### src/rtl/cpu_pkg.sv
// Shared CPU fetch-stage definitions: default PC width and the program-counter
// command priority encoding used by pc_stack_unit.
package cpu_pkg;

    localparam int PC_WIDTH = 8;

    typedef enum logic [2:0] {
        PC_HOLD   = 3'd0,
        PC_INC    = 3'd1,
        PC_BRANCH = 3'd2,
        PC_RET    = 3'd3,
        PC_CALL   = 3'd4,
        PC_LOAD   = 3'd5
    } pc_cmd_e;

    // Strongest strobe wins: load > call > ret > branch > inc > hold.
    function automatic pc_cmd_e pc_cmd_encode(
        input logic load,
        input logic call,
        input logic ret,
        input logic branch,
        input logic inc
    );
        pc_cmd_e cmd;
        if (load)        cmd = PC_LOAD;
        else if (call)   cmd = PC_CALL;
        else if (ret)    cmd = PC_RET;
        else if (branch) cmd = PC_BRANCH;
        else if (inc)    cmd = PC_INC;
        else             cmd = PC_HOLD;
        return cmd;
    endfunction

endpackage

### src/rtl/pc_stack_unit_ret_stack.sv
// Return-address LIFO for pc_stack_unit. Push while full and pop while empty
// are silently ignored; the caller decides whether that is an error.
module ret_stack #(
    parameter int WIDTH = 8,
    parameter int DEPTH = 4
) (
    input  logic                             clk,
    input  logic                             rst_n,
    input  logic                             push,
    input  logic                             pop,
    input  logic [WIDTH-1:0]                 din,
    output logic [WIDTH-1:0]                 dout,
    output logic [$clog2(DEPTH+1)-1:0]       sp,
    output logic                             full,
    output logic                             empty
);

    localparam int SP_W = $clog2(DEPTH + 1);
    localparam int IDX_W = (DEPTH > 1) ? $clog2(DEPTH) : 1;

    logic [WIDTH-1:0] mem [DEPTH];
    logic [SP_W-1:0]  sp_dec;
    logic [IDX_W-1:0] wr_idx;
    logic [IDX_W-1:0] rd_idx;
    logic             do_push;
    logic             do_pop;

    assign full    = (sp == SP_W'(DEPTH));
    assign empty   = (sp == '0);
    assign do_push = push && !full;
    assign do_pop  = pop && !empty && !push;
    assign sp_dec  = sp - SP_W'(1);
    assign wr_idx  = sp[IDX_W-1:0];
    assign rd_idx  = sp_dec[IDX_W-1:0];
    assign dout    = mem[rd_idx];

    always_ff @(posedge clk) begin
        if (!rst_n) begin
            sp <= '0;
        end else if (do_push) begin
            sp <= sp + SP_W'(1);
        end else if (do_pop) begin
            sp <= sp_dec;
        end
    end

    // Contents are left untouched by reset; sp alone defines what is valid.
    always_ff @(posedge clk) begin
        if (rst_n && do_push) begin
            mem[wr_idx] <= din;
        end
    end

endmodule

### src/rtl/pc_stack_unit.sv
// Fetch-stage program counter with absolute/relative jumps and a hardware
// return-address stack for call/return, plus a sticky stack error flag.
module pc_stack_unit
    import cpu_pkg::*;
#(
    parameter int               WIDTH     = PC_WIDTH,
    parameter int               DEPTH     = 4,
    parameter logic [WIDTH-1:0] RESET_VEC = '0
) (
    input  logic                         clk,
    input  logic                         rst_n,
    input  logic                         load,
    input  logic                         call,
    input  logic                         ret,
    input  logic                         branch,
    input  logic                         inc,
    input  logic [WIDTH-1:0]             target,
    input  logic [WIDTH-1:0]             offset,
    input  logic                         err_clr,
    output logic [WIDTH-1:0]             pc,
    output logic [$clog2(DEPTH+1)-1:0]   sp,
    output logic                         stack_full,
    output logic                         stack_empty,
    output logic                         stack_err
);

    pc_cmd_e          cmd;
    logic [WIDTH-1:0] pc_next;
    logic [WIDTH-1:0] pc_plus1;
    logic [WIDTH-1:0] stack_top;
    logic             push;
    logic             pop;
    logic             err_set;

    assign cmd      = pc_cmd_encode(load, call, ret, branch, inc);
    assign pc_plus1 = pc + WIDTH'(1);
    assign push     = (cmd == PC_CALL) && !stack_full;
    assign pop      = (cmd == PC_RET) && !stack_empty;
    assign err_set  = ((cmd == PC_CALL) && stack_full) ||
                      ((cmd == PC_RET) && stack_empty);

    ret_stack #(
        .WIDTH (WIDTH),
        .DEPTH (DEPTH)
    ) u_ret_stack (
        .clk   (clk),
        .rst_n (rst_n),
        .push  (push),
        .pop   (pop),
        .din   (pc_plus1),
        .dout  (stack_top),
        .sp    (sp),
        .full  (stack_full),
        .empty (stack_empty)
    );

    // A suppressed call or ret leaves pc where it is.
    always_comb begin
        pc_next = pc;
        case (cmd)
            PC_LOAD:   pc_next = target;
            PC_CALL:   pc_next = stack_full ? pc : target;
            PC_RET:    pc_next = stack_empty ? pc : stack_top;
            PC_BRANCH: pc_next = pc + offset;
            PC_INC:    pc_next = pc_plus1;
            default:   pc_next = pc;
        endcase
    end

    always_ff @(posedge clk) begin
        if (!rst_n) begin
            pc <= RESET_VEC;
        end else begin
            pc <= pc_next;
        end
    end

    // A new error in the same cycle as err_clr keeps the flag set.
    always_ff @(posedge clk) begin
        if (!rst_n) begin
            stack_err <= 1'b0;
        end else if (err_set) begin
            stack_err <= 1'b1;
        end else if (err_clr) begin
            stack_err <= 1'b0;
        end
    end

endmodule

### config.mk
export PLATFORM = sky130hd
export DESIGN_NAME = pc_stack_unit
export DESIGN_NICKNAME = d
export VERILOG_FILES = /design/src/rtl/cpu_pkg.sv /design/src/rtl/pc_stack_unit_ret_stack.sv /design/src/rtl/pc_stack_unit.sv
export SDC_FILE = /design/constraint.sdc
export NUM_CORES = 1
export LEC_CHECK = 0
export ABC_AREA = 1
export CORE_ASPECT_RATIO = 1.75
export CORE_UTILIZATION = 51
export CTS_BUF_LIST = sky130_fd_sc_hd__clkbuf_8
export CTS_CLUSTER_DIAMETER = 30
export DETAILED_ROUTE_END_ITERATION = 8
export MAX_ROUTING_LAYER = met4
export PLACE_DENSITY = 0.84
export SLEW_MARGIN = 20
export SYNTH_ARGS = -nofsm -noshare
export SYNTH_HDL_FRONTEND = slang
export SYNTH_SLANG_ARGS = --single-unit
### constraint.sdc
create_clock -name clk -period 1.9 [get_ports clk]
set_clock_uncertainty 0.05 [all_clocks]
set_input_delay 0.57 -clock clk [delete_from_list [all_inputs] [get_ports clk]]
set_output_delay 0.57 -clock clk [all_outputs]
set_load 0.05 [all_outputs]
==> qor.yml <==
powerDensity_nw_per_um2: 687
max_stage_delay_ps: 380
max_slew_margin_pct: 73.6
arrival_ps: 1240
r2r-start: "pc[0]$_SDFFE_PN0P_"
multi_input_area_um2: 1340
area_growth_pct: 39.8
async_flop_share_pct: 0
power.total_w: 0.00252
grt_pass1_wl_mm: 11.8
syn_inst: 344
firstDrtPassIters: 5
final_common_cell: "nand2_1"
outcome: "finished clean"
final_layout_size_suffix_gt1_share_pct: 23.6
numCtsBuffers: 5
fmax_mhz: 537
layout_common_cells: "nand2_1 (93), nor2_1 (47), inv_1 (44), buf_4 (32), edfxtp_1 (32)"
fillers: 320
ir_worst_vdd_mv: 0.621
synth_edf_count: 32
cts_sinks: 44
path_class: "flip-flop to output pin"
final_area_um2: 3670
finalHoldViolCount: 0
die_height_um: 96.9
ys_warn_count: 0
fp.dieArea_um2: 5450
cp-start-kind: "flip-flop"
grt_pass1_vias: 2630
seq_area_frac_synth_pct: 45.8
grt_max_degree: 23
start_util_pct: 52.7
cts_tree: "yes"
num_io_pins: 38
design.core.area_um2: 4980
critPathRequiredTime_ps: 1280
period_needed_ps: 1860
worstSkewPairLatency_ps: 300
syn_area_per_cell_um2: 7.63
dr.first_iter.drc_count: 115
placementRows: 34
dp_hpwl_mm: 5.04
cp_max_fo: 4
cts_root_buf: "clkbuf_8"
holdWs_ps: 558
max_cap_violations: 0
hp-class: "flip-flop to flip-flop"
regArea_um2: 1210
cp-endpoint: "stack_full"
vias: 2652
fin_util_pct: 73.7
syn_nets: 382
cts.reportedPaths.clkPinSlew_ps: 80
critPathCaptureType: "output pin"
drc: 0
place_area_um2: 3420
cp_slowest_cell: "dfxtp_4"
drt_wl_total_mm: 7.57
final_nets: 453
worst_slew_pin_slew_ps: 394
timing_max_transition_violations_final: 0
synthDistinctLibCells: 28
ff2ff_path_depth: 12
r2r-end: "pc[6]$_SDFFE_PN0P_"
antenna_found_initial: 0
crit_chain: "inv_4 > ha_4 > nand2_4 > clkinvlp_4 > buf_12"
power_leakage_nw: 1.69
via_per_inst: 5.64
finalSetupViolCount: 0
crit_path_start: "u_ret_stack.sp[1]$_SDFFE_PN0P_"
die_x_um: 56.2
grt_overflow: 0
cts_buffer_depth: 2
cts_max_level: 2
antennaDiodeCount: 0
track_usage_pct: 29.1
ant_nets: 0
port_buffers: 37
syn-cell-area_um2: 2630
synth-seq-cells: 44
r2r_slack_ps: 120
globalplace.congestion: 0.848
wl_per_cell_um: 16.1
post-route-period-util_pct: 98.0
ys.flop_type: "edfxtp_1"
min_path_cells: 2
-- kinds of logic (layout without fill, tap and decap cells) --
family,after synthesis,count (layout),share of synthesized area (%)
flops,44,44,45.8
simple gates,186,186,29.4
fa+ha+maj,14,14,6.96
buf+inv,59,131,8.87
xor+xnor,4,4,1.33
compound gates,37,37,7.72
-- final cells by class --
type	count	area share (%)
multi-input combinational	241	36.4
clock buffer	5	1.88
tap	54	1.84
clock inverter	3	0.443
inverter	54	5.83
sequential	44	33.0
timing repair buffer	69	20.6
-- routing by layer --
layer | up-vias | routed length (um) | track usage [%]
li1 | 1242 | - | -
met5 | - | 0 | -
met4 | 0 | 566 | 18.9
met2 | 138 | 4160 | 52.5
met3 | 48 | 332 | 4.41
met1 | 1224 | 2510 | 27.6
-- worst min-delay path by stage --
stage,from,endpoint
after detailed placement,u_ret_stack.sp[1]$_SDFFE_PN0P_,u_ret_stack.sp[1]$_SDFFE_PN0P_
after global routing,pc[7]$_SDFFE_PN0P_,pc[7]$_SDFFE_PN0P_
after CTS,u_ret_stack.sp[1]$_SDFFE_PN0P_,u_ret_stack.sp[1]$_SDFFE_PN0P_
final,pc[7]$_SDFFE_PN0P_,pc[7]$_SDFFE_PN0P_
after global placement,u_ret_stack.sp[1]$_SDFFE_PN0P_,u_ret_stack.sp[1]$_SDFFE_PN0P_
after floorplan,u_ret_stack.sp[1]$_SDFFE_PN0P_,u_ret_stack.sp[1]$_SDFFE_PN0P_
-- timing repair --
item | CTS | global route
buffers inserted | 2 | 2
setup endpoints to repair | 10 | 13
pin swaps | 9 | 14
hold buffers | 0 | 0
resized for setup | 20 | 24
-- state kept, by name (all words and copies together), names as in the netlist --
register / cells
u_ret_stack.mem: 32
u_ret_stack.sp: 3
stack_err: 1
pc: 8
-- critical path, delay by kind of cell (launching register included) --
family,cells,cell delay [ps]
adders and majority gates,1,170
buffers and inverters,3,320
DFF,1,380
and+or+nand+nor,1,80
-- report_power, final --
part           total, W  switching [W]  leakage [nW]  internal (W)
clock network  0.000573       0.000322        0.0453      0.000252
registers       0.00111      0.0000354         0.393       0.00108
logic          0.000838       0.000473          1.25      0.000365
total           0.00252       0.000830          1.69       0.00169
-- synthesized netlist by cell type (2+ instances only) --
| cell type | n | area, um2 |
|---|---|---|
| o22ai_1 | 2 | 12.5 |
| nand3b_1 | 2 | 15.0 |
| clkinv_1 | 2 | 7.51 |
| buf_2 | 3 | 15.0 |
| nand2_1 | 98 | 368 |
| or2_2 | 3 | 18.8 |
| a21oi_1 | 14 | 70.1 |
| ha_1 | 13 | 163 |
| dfxtp_1 | 12 | 240 |
| o21ai_0 | 16 | 80.1 |
| nand3_1 | 24 | 120 |
| inv_1 | 51 | 191 |
| nand4_1 | 5 | 31.3 |
| xor2_1 | 4 | 35.0 |
| edfxtp_1 | 32 | 961 |
| nand2_2 | 2 | 12.5 |
| nor2_1 | 50 | 188 |
-- stage by stage --
step	TNS, ps	std cells	setup slack [ps]
2_1_floorplan	-111	344	-57.2
3_3_place_gp	-8710	458	-528
3_5_place_dp	-10400	458	-600
5_1_grt	-47.8	470	-47.8
6_report	0	470	38.0
4_1_cts	0	468	7.47
Power figures use the tool's default switching activity.
